<file path="config.mk">
export PLATFORM = sky130hd
export DESIGN_NAME = if_fetch_stage
export DESIGN_NICKNAME = d
export VERILOG_FILES = /design/src/rtl/if_fetch_stage.sv
export SDC_FILE = /design/constraint.sdc
export NUM_CORES = 1
export LEC_CHECK = 0
export BUFFER_PORTS_ARGS = -buffer_cell sky130_fd_sc_hd__buf_2
export CAP_MARGIN = 40
export CORE_AREA = 2 2 129 131
export DETAILED_ROUTE_END_ITERATION = 12
export DIE_AREA = 0 0 131 133
export GPL_ROUTABILITY_DRIVEN = 0
export PLACE_DENSITY = 0.7
export SLEW_MARGIN = 20
export SYNTH_ARGS = -nofsm -noshare
export SYNTH_HDL_FRONTEND = slang
export SYNTH_SLANG_ARGS = --single-unit
</file>
<file path="constraint.sdc">
create_clock -name clk -period 4.2 [get_ports clk]
set_input_delay 0.21 -clock clk [delete_from_list [all_inputs] [get_ports clk]]
set_output_delay 0.21 -clock clk [all_outputs]
set_load 0.01 [all_outputs]
</file>
<file path="src/rtl/if_fetch_stage.sv">
// RV32I instruction-fetch stage: owns the fetch PC, keeps one imem request in flight,
// and drives the IF/ID register with stall hold, skid capture and redirect kill.
module if_fetch_stage #(
  parameter logic [31:0] RESET_PC  = 32'h0000_0000,
  parameter logic [31:0] NOP_INSTR = 32'h0000_0013
) (
  input  logic        clk,
  input  logic        rst,
  input  logic        stall,
  input  logic        redirect,
  input  logic [31:0] redirect_pc,
  output logic        imem_req,
  output logic [31:0] imem_addr,
  input  logic        imem_ready,
  input  logic        imem_rvalid,
  input  logic [31:0] imem_rdata,
  output logic [31:0] instrCode,
  output logic [31:0] PC,
  output logic [31:0] PC_4,
  output logic        if_valid
);

  typedef enum logic [1:0] {S_IDLE, S_WAIT, S_HOLD} state_t;

  state_t      state_q, state_d;
  logic [31:0] pc_q, pc_d;
  logic        kill_q, kill_d;
  logic [31:0] skid_q;
  logic [31:0] instr_q, pcr_q, pc4_q;
  logic        vld_q;

  logic [31:0] rpc, pc_inc;
  logic        ld_mem, ld_skid, cap_skid;

  assign rpc    = redirect_pc & ~32'h3;
  assign pc_inc = pc_q + 32'd4;

  always_ff @(posedge clk) begin
    if (rst) state_q <= S_IDLE;
    else     state_q <= state_d;
  end

  always_comb begin
    state_d = state_q;
    case (state_q)
      S_IDLE: if (!redirect && imem_ready) state_d = S_WAIT;
      S_WAIT: if (imem_rvalid)
                state_d = (kill_q || redirect || !stall) ? S_IDLE : S_HOLD;
      S_HOLD: if (redirect || !stall) state_d = S_IDLE;
      default: state_d = S_IDLE;
    endcase
  end

  // A response is usable only if no redirect has overtaken it.
  always_comb begin
    imem_req = (state_q == S_IDLE) && !redirect && !rst;
    ld_mem   = (state_q == S_WAIT) && imem_rvalid && !kill_q && !redirect && !stall;
    cap_skid = (state_q == S_WAIT) && imem_rvalid && !kill_q && !redirect && stall;
    ld_skid  = (state_q == S_HOLD) && !redirect && !stall;
  end

  always_comb begin
    pc_d   = pc_q;
    kill_d = kill_q;
    if (redirect)             pc_d = rpc;
    else if (ld_mem || ld_skid) pc_d = pc_inc;
    if (state_q == S_WAIT) begin
      if (imem_rvalid)   kill_d = 1'b0;
      else if (redirect) kill_d = 1'b1;
    end
  end

  always_ff @(posedge clk) begin
    if (rst) begin
      pc_q    <= RESET_PC;
      kill_q  <= 1'b0;
      skid_q  <= 32'h0;
      instr_q <= NOP_INSTR;
      pcr_q   <= RESET_PC;
      pc4_q   <= RESET_PC + 32'd4;
      vld_q   <= 1'b0;
    end else begin
      pc_q   <= pc_d;
      kill_q <= kill_d;
      if (cap_skid) skid_q <= imem_rdata;
      if (redirect) begin
        instr_q <= NOP_INSTR;
        vld_q   <= 1'b0;
      end else if (ld_mem || ld_skid) begin
        instr_q <= ld_mem ? imem_rdata : skid_q;
        pcr_q   <= pc_q;
        pc4_q   <= pc_inc;
        vld_q   <= 1'b1;
      end else if (!stall) begin
        instr_q <= NOP_INSTR;
        vld_q   <= 1'b0;
      end
    end
  end

  assign imem_addr = pc_q;
  assign instrCode = instr_q;
  assign PC        = pcr_q;
  assign PC_4      = pc4_q;
  assign if_valid  = vld_q;

endmodule

</file>
Word level (Yosys, flattened, before mapping)
Index checks and enable logic that the tools add are counted.
- add/subtract/negate cells: 1
- equal/unequal tests: 6
- mux-type cells: 14
- bitwise operators: 1
- reductions and logical operators: 25
- operators with widths (kind ; number):
    $mux 32 ; 5
    $add 32x3->32 const B ; 1
    $logic_and 1x1->1 ; 10
    $mux 2 ; 4
    $ne 2x2->1 const B ; 3
    $pmux 2 s3 ; 1
    $logic_not 1->1 ; 4
    $logic_or 1x1->1 ; 4
    $mux 1 ; 4
    $reduce_and 2->1 ; 2
    $reduce_bool 2->1 ; 2
    $reduce_and 3->1 ; 1
    $eq 2x1->1 const B ; 1
    $eq 2x2->1 const B ; 1
    $logic_not 2->1 ; 1
    $ne 2x1->1 const B ; 1
    $reduce_or 2->1 ; 1
    $not 1->1 ; 1
- register bits: 164
- bits of input ports: 70
- output and inout port bits: 130
- logic and storage cells: 56

Longest topological paths before layout
Gate-level depths: netlist of the first run.
- word-level depth: 8
- mapped depth: 7

Worst setup path before layout of the first run
Ideal clock, no wire load.
- kind: flip-flop to flip-flop
- from: register pc_q[2] (netlist: imem_addr[2])
- to: register pc_q[20] (netlist: imem_addr[20])
- setup time: 0.091 ns
- arrival time: 1.896 ns
- data required time: 4.109 ns
- setup slack: 2.213 ns
- cell stages (with the launch flop): 7
- path buffers: 1
- clock period less this slack: 1.987 ns
- cells stage by stage: dfxtp_1 > ha_1 > and3_1 > buf_2 > nand4_1 > or4_1 > a311oi_1
- cells in the longest elaborated chain, start to end: 3
- ends and longest elaborated chain (what ; RTL line ; RTL):
    start, declared ; 26 ; logic [31:0] pc_q, pc_d;
    start signal, assigned ; 83 ; pc_q <= pc_d;
    $add 32x3->32 ; 36 ; assign pc_inc = pc_q + 32'd4;
    $mux 32 ; 66 ; else if (ld_mem || ld_skid) pc_d = pc_inc;
    $mux 32 ; 65 ; if (redirect) pc_d = rpc;
Every way passes these cells. The select of a mux whose other input is x is not followed.
A chain may end at the register's enable or synchronous reset.

Final worst setup path of the first run
- from: register pc_q[5] (netlist: imem_addr[5])
- to: register pc_q[21] (netlist: imem_addr[21])
The elaborated chain is that of the path after synthesis.

==> flow_summary_export.csv, run 1 <==
group,metric,value,unit
placement,place_area,8100,sq um
job,maxCapViolCount,0,
layout,nNetsFinal,1063,
global_routing,grt_pass1_vias,6381,
routing,vias,6944,
worst_hold_path,hp-class,"input port to flop",
timing,hold_viol,0,
power,total_power,0.00353,W
routing,drtIter0Drc,546,
cts,h-tree-depth,4,
placement,hpwlAfterDp,14300,um
synthesis,syn_inst,850,
synthesis,seq_area_frac_synth,44.6,%
placement,portBuffers,191,
cts,cts_sinks,158,
worst_hold_path,hold_depth,3,
routing,dr.pass1.iters,8,
synthesis,yosysWarnings,0,
routing,viasPerCell,5.66,
synthesis,synth_enable_flop_cells,0,
critical_path,worstSetupEndpointType,"flop",
floorplan,dieArea,17400,sq um
timing,max_freq,394,MHz
critical_path,critPathKind,"flop to flop",
critical_path,path_cells,"and4_1 > nand4_1 > or4_1 > a311oi_1",
timing,drv_slew,0,
power,p_clk_share,47.6,%
critical_path,slowest_delay,680,ps
run_status,run_status,"finished, final reports clean",
synthesis,synth-seq-cells,158,
timing,relSlewSlack,53.1,%
worst_hold_path,whs_endpoint,"imem_addr[30]",
critical_path,cp.required,4530,ps
cts,cts_resized,0,
layout,final_cell_mix,"buf_2 (190), dfxtp_1 (158), nand2_1 (155), nor2_1 (75), a21oi_1 (72)",
power,peakVddDrop,0.299,mV
critical_path,crit_fanout,15,
timing,period_share,60.5,%
cts,clockRootBuffer,"clkbuf_16",
global_routing,grt_max_degree,85,
floorplan,ios,200,
critical_path,reg2reg_slack,1660,ps
synthesis,synth.distinct_cells,63,
global_routing,grt.overflow.total,0,
placement,placed_cells,1189,
routing,top_layer_used,"met5",
timing,final-setup-viol-count,0,
floorplan,die_x,131,um
routing,wl_per_cell,17.3,um
routing,drc_errors,0,
cts,cts.clk_slew.worst_paths,60,ps
critical_path,crit_slowest_cell,"or4_1",
timing,grt_setup_unrepaired,"no",
synthesis,syn_area_per_cell,8.34,sq um
power,power_frac_comb,7.1,%
power,p_seq_share,45.3,%
timing,setup_tns,0,ps
layout,drive_gt1_share,25.2,%
routing,wirelength_met1,8940,um
synthesis,synth_area,7090,sq um
cts,cts_buffer_depth,2,
floorplan,start_util,43.9,%
global_routing,grt_pass1_wl,32800,um
power,power_density,402,nW/um^2
power,leakage,3.41,nW
floorplan,fp.dieH,133,um
cts,cts_hold_buf,2,
global_routing,antenna_found_initial,2,
cts,cts_tree,"yes",
critical_path,r2r_cells,4,
critical_path,reg2reg_from,"imem_addr[5]",
routing,final_antenna_net_count,0,
timing,finClkSkew,6.82,ps
layout,final_cells,1226,
cts,clk_latency,420,ps
critical_path,critPathArrivalTime,2880,ps
routing,finalWirelength,21200,um
timing,tightest_slew,703,ps
cts,post_cts_buffers,0,
worst_hold_path,worstHoldStart,"redirect_pc[30]",
routing,wl_met3,1880,um
cts,numCtsBuffers,17,
power,sw_frac_of_total,23.5,%
synthesis,synthArstFlopShare,0,%
layout,final_core_util,54.4,%
layout,fin_area,8790,sq um
critical_path,critPathLaunchType,"flop",
timing,min_period,2540,ps
global_routing,track_usage,23.8,%
floorplan,core_area,16200,sq um
floorplan,core.rowCount,47,
routing,wl_met2,10000,um
layout,final_common_cell,"buf_2",
power,power_switching,0.000832,W
power,p_int,0.00270,W
layout,syn2layout_area_growth,23.9,%
critical_path,r2r_end,"imem_addr[21]",
synthesis,synth_flop_cell,"dfxtp_1",
## flip-flops by register name, indices dropped and copies added (netlist names)
name       flops
state_q        2
kill_q         1
PC_4          30
skid_q        32
instrCode     32
if_valid       1
PC            30
imem_addr     30
## worst max-delay path, delay by kind of cell (launching register included)
family             cells  cell delay, ps
and+or+nand+nor        3            1640
DFF                    1             580
AOI/OAI and AO/OA      1             240
## layout make-up
| type | count | area (sq um) |
|---|---|---|
| timing repair buffer | 206 | 1140 |
| multi-input combinational | 602 | 3540 |
| inverter | 7 | 26.3 |
| sequential | 158 | 3160 |
| clock buffer | 20 | 447 |
| tap | 220 | 275 |
| antenna | 2 | 5.00 |
| clock inverter | 11 | 190 |
| fill | 1550 | 7380 |
## worst max-delay path by stage
| stage | startpoint | endpoint | slack, ps | depth (start not counted) |
|---|---|---|---|---|
| 5_1_grt | imem_addr[7] | imem_addr[21] | 1490 | 4 |
| 3_3_place_gp | imem_addr[2] | imem_addr[18] | 1740 | 5 |
| 6_report | imem_addr[5] | imem_addr[21] | 1660 | 4 |
| 3_5_place_dp | imem_addr[2] | imem_addr[18] | 1730 | 5 |
| 4_1_cts | imem_addr[2] | imem_addr[18] | 1710 | 5 |
| 2_1_floorplan | imem_addr[2] | imem_addr[20] | 2210 | 6 |
## cell usage after synthesis (5+ instances only)
cell / count / area share (%)
buf_2: 35 / 2.5
a31oi_1: 13 / 1.1
or4_1: 14 / 1.5
a311oi_1: 10 / 1.2
a222oi_1: 29 / 4.1
a211oi_1: 28 / 3.0
o31ai_1: 12 / 1.3
a21oi_1: 72 / 5.1
nand3_1: 22 / 1.6
buf_4: 10 / 1.1
dfxtp_1: 158 / 45
nor3_1: 18 / 1.3
o21bai_1: 10 / 1.1
o211ai_1: 9 / 0.95
clkbuf_1: 39 / 2.1
nand2_1: 155 / 8.2
nor2_1: 75 / 4.0
xnor2_1: 14 / 1.7
inv_1: 6 / 0.32
o21ai_0: 10 / 0.71
nand4_1: 17 / 1.5
xor2_1: 6 / 0.74
and3_1: 5 / 0.44
and4_1: 7 / 0.86
a32oi_1: 5 / 0.62
or3_1: 12 / 1.1
## layer usage
| layer | vias up | track usage, % |
|---|---|---|
| li1 | 3373 | - |
| met1 | 3243 | 30.2 |
| met3 | 31 | 7.12 |
| met2 | 295 | 38.1 |
| met4 | 2 | 8.69 |
| met5 | - | 0 |
## stage by stage
stage | setup slack (ps) | hold slack, ps
5_1_grt | 1490 | 20.0
6_report | 1660 | 23.4
3_5_place_dp | 1730 | 412
4_1_cts | 1710 | 6.27
3_3_place_gp | 1740 | 413
2_1_floorplan | 2210 | 307
## logic make-up after synthesis
family                     synth area share, %
and+or+nand+nor                           24.3
other                                   0.0529
AOI/OAI and AO/OA                         22.1
xor gates and xnor gates                  2.47
adders and majority gates                0.176
buffers and inverters                     6.17
muxes                                    0.141
DFF                                       44.6
## power groups by stage
stage | registers [W] | clock network (W) | logic [W]
3_5_place_dp | 0.00163 | 0 | 0.000246
5_1_grt | 0.00160 | 0.00177 | 0.000277
4_1_cts | 0.00160 | 0.00171 | 0.000248
2_1_floorplan | 0.00161 | 0 | 0.000158
6_report | 0.00160 | 0.00168 | 0.000251
3_3_place_gp | 0.00163 | 0 | 0.000240
No activity file was read; power rests on OpenSTA's default activity.
==> inputs of run 2 (changes only) <==
Settings changed: ABC_AREA set to 1, CORE_AREA 2 2 129 131 to 2 2 128 130, DIE_AREA 0 0 131 133 to 0 0 130 132, PLACE_DENSITY 0.7 to 0.73.
Clock period 4.2 ns to 2.08 ns, I/O delays scaled along.
==> run 2 against run 1 <==
Net effect:
- cell area up 4.8%
- utilization up 4.3 points
- critical path depth is 6 higher
- synthesized cell count up 18%
- clock skew rose by 3.8 ps
- area after synthesis shrank 1.2%
- combinational power increased by 120%
- largest cell class unchanged
- final cell count is 18% higher
- first-iteration DRC count up 11%
- die area shrank 1.5%
==> flow_summary_export.csv, run 2 <==
group,metric,value,unit
run_status,run_status,"finished, final reports clean",
routing,final_antenna_net_count,0,
cts,cts_buffer_depth,2,
routing,dr.pass1.iters,5,
routing,drc_errors,0,
synthesis,synthArstFlopShare,0,%
synthesis,synthTopCellsByArea,"dfxtp_1 (45%), nand2_1 (15%), a21oi_1 (6.9%), nor2_1 (5.8%), o21ai_0 (4.4%)",
layout,diodes,0,
synthesis,synth_flop_cell,"dfxtp_1",
layout,nNetsFinal,1289,
synthesis,synth_enable_flop_cells,0,
timing,grt_setup_unrepaired,"no",
critical_path,critPathLaunchType,"flop",
power,leakage,4.21,nW
placement,hpwlAfterDp,14200,um
placement,portBuffers,191,
synthesis,synth-seq-cells,158,
critical_path,path_cells,"ha_1 > inv_1 > nor2_1 > nand2_1 > nor2_1 > nand2_1 > nand3_1 > nand2_1 > nor2_1 > nor2_1",
synthesis,yosysWarnings,0,
global_routing,grt_pass1_wl,33500,um
synthesis,syn_inst,1002,
cts,numCtsBuffers,17,
routing,vias,7303,
power,power_density,775,nW/um^2
floorplan,fp.dieH,132,um
job,maxCapViolCount,0,
critical_path,crit_slowest_cell,"dfxtp_1",
timing,final-setup-viol-count,0,
timing,min_period,1890,ps
routing,drtIter0Drc,604,
layout,final_cell_mix,"nand2_1 (289), buf_2 (191), dfxtp_1 (158), nor2_1 (108), a21oi_1 (97)",
cts,h-tree-depth,4,
floorplan,core_area,15700,sq um
power,peakVddDrop,0.563,mV
cts,clk_latency,430,ps
layout,drive_gt1_share,20.4,%
cts,cts_sinks,158,
floorplan,dieArea,17200,sq um
critical_path,critPathKind,"flop to flop",
synthesis,synth_commonest_cells,"nand2_1 (289), dfxtp_1 (158), nor2_1 (108)",
critical_path,crit_fanout,7,
synthesis,synth_area,7010,sq um
timing,drv_slew,0,
timing,setup_tns,0,ps
floorplan,core.rowCount,46,
routing,wl_per_cell,14.6,um
worst_hold_path,hp-class,"input port to flop",
synthesis,seq_area_frac_synth,45.1,%
timing,finClkSkew,10.6,ps
synthesis,syn_area_per_cell,7.00,sq um
critical_path,cp.required,2370,ps
timing,tightest_slew,737,ps
global_routing,track_usage,24.5,%
critical_path,slowest_delay,420,ps
global_routing,antenna_found_initial,0,
power,total_power,0.00714,W
global_routing,grt_max_degree,73,
routing,finalWirelength,21200,um
routing,viasPerCell,5.05,
timing,period_share,90.8,%
critical_path,critPathArrivalTime,2180,ps
global_routing,grt_pass1_vias,6715,
synthesis,synth.distinct_cells,31,
synthesis,synth.top_cell.area_share,45.1,%
cts,cts.clk_slew.worst_paths,60,ps
cts,clockRootBuffer,"clkbuf_16",
timing,max_freq,530,MHz
timing,relSlewSlack,50.7,%
layout,syn2layout_area_growth,31.4,%
floorplan,ios,200,
synthesis,synth_most_common_cell,"nand2_1",
timing,hold_viol,0,
cts,cts_tree,"yes",
layout,final_common_cell,"nand2_1",
floorplan,die_x,130,um
floorplan,start_util,44.6,%
cts,cts_resized,0,
critical_path,crit_top_cell,"nor2_1",
critical_path,worstSetupEndpointType,"flop",
global_routing,grt.overflow.total,0,
synthesis,yosysTopAreaCell,"dfxtp_1",
run 2: area by class of cell:
type | count | area (sq um)
Fill cell | 1485 | 6500
Multi-Input combinational cell | 697 | 3170
Sequential cell | 158 | 3160
Timing Repair Buffer | 258 | 1630
Clock buffer | 22 | 464
Inverter | 86 | 323
Tap cell | 216 | 270
Clock inverter | 10 | 184
run 2: routing by layer:
| layer | wire length (um) | GRT usage, % | up-vias | share of wire [%] |
|---|---|---|---|---|
| li1 | - | - | 3670 | - |
| met1 | 9070 | 31.4 | 3284 | 43 |
| met2 | 9780 | 38.9 | 310 | 46 |
| met3 | 1820 | 7.18 | 39 | 8.6 |
| met4 | 517 | 9.26 | 0 | 2.4 |
| met5 | 0 | 0 | - | 0 |
run 2: critical path, delay by kind of cell (launching register included):
| family | cells | cell delay [ps] |
|---|---|---|
| simple gates | 8 | 990 |
| flops | 1 | 420 |
| fa+ha+maj | 1 | 270 |
| buf+inv | 1 | 80 |
run 2: metrics by stage:
step           cells  cell area [sq um]  hold WS, ps  util, %  setup WS, ps
2_1_floorplan   1007               7030          246        -           527
3_3_place_gp    1367               8070          355     51.3           304
3_5_place_dp    1367               8070          357     51.3           271
4_1_cts         1446               9190         4.81     58.5           227
5_1_grt         1447               9210         28.0     58.6          9.18
6_report        1447               9210         14.3     58.6           192
run 2: power breakdown:
part           switching [W]  total (W)  internal (W)
clock                0.00124    0.00344       0.00219
sequential         0.0000686    0.00316       0.00309
combinational       0.000320   0.000550      0.000231
run 2: final timing paths:
| check | startpoint | end | slack [ps] | cells after the start |
|---|---|---|---|---|
| worst min register to register | instrCode[25] | instrCode[25] | 450 | 2 |
| worst max register to register | imem_addr[3] | imem_addr[14] | 190 | 10 |
| worst min-delay path | imem_rvalid | state_q[1] | 10 | 3 |
| worst max-delay path | imem_addr[3] | imem_addr[14] | 190 | 10 |
run 2: timing repair:
| item | in CTS | in global routing |
|---|---|---|
| hold endpoints to repair | 53 | 0 |
| hold buffers | 47 | 0 |
| setup buffers | 0 | 0 |
run 2: cell families after synthesis:
logic type,synth area share (%)
AOI/OAI and AO/OA,16.2
xor gates and xnor gates,0.625
buffers and inverters,9.85
adders and majority gates,0.178
other,0.0535
and+or+nand+nor,27.9
DFF,45.1
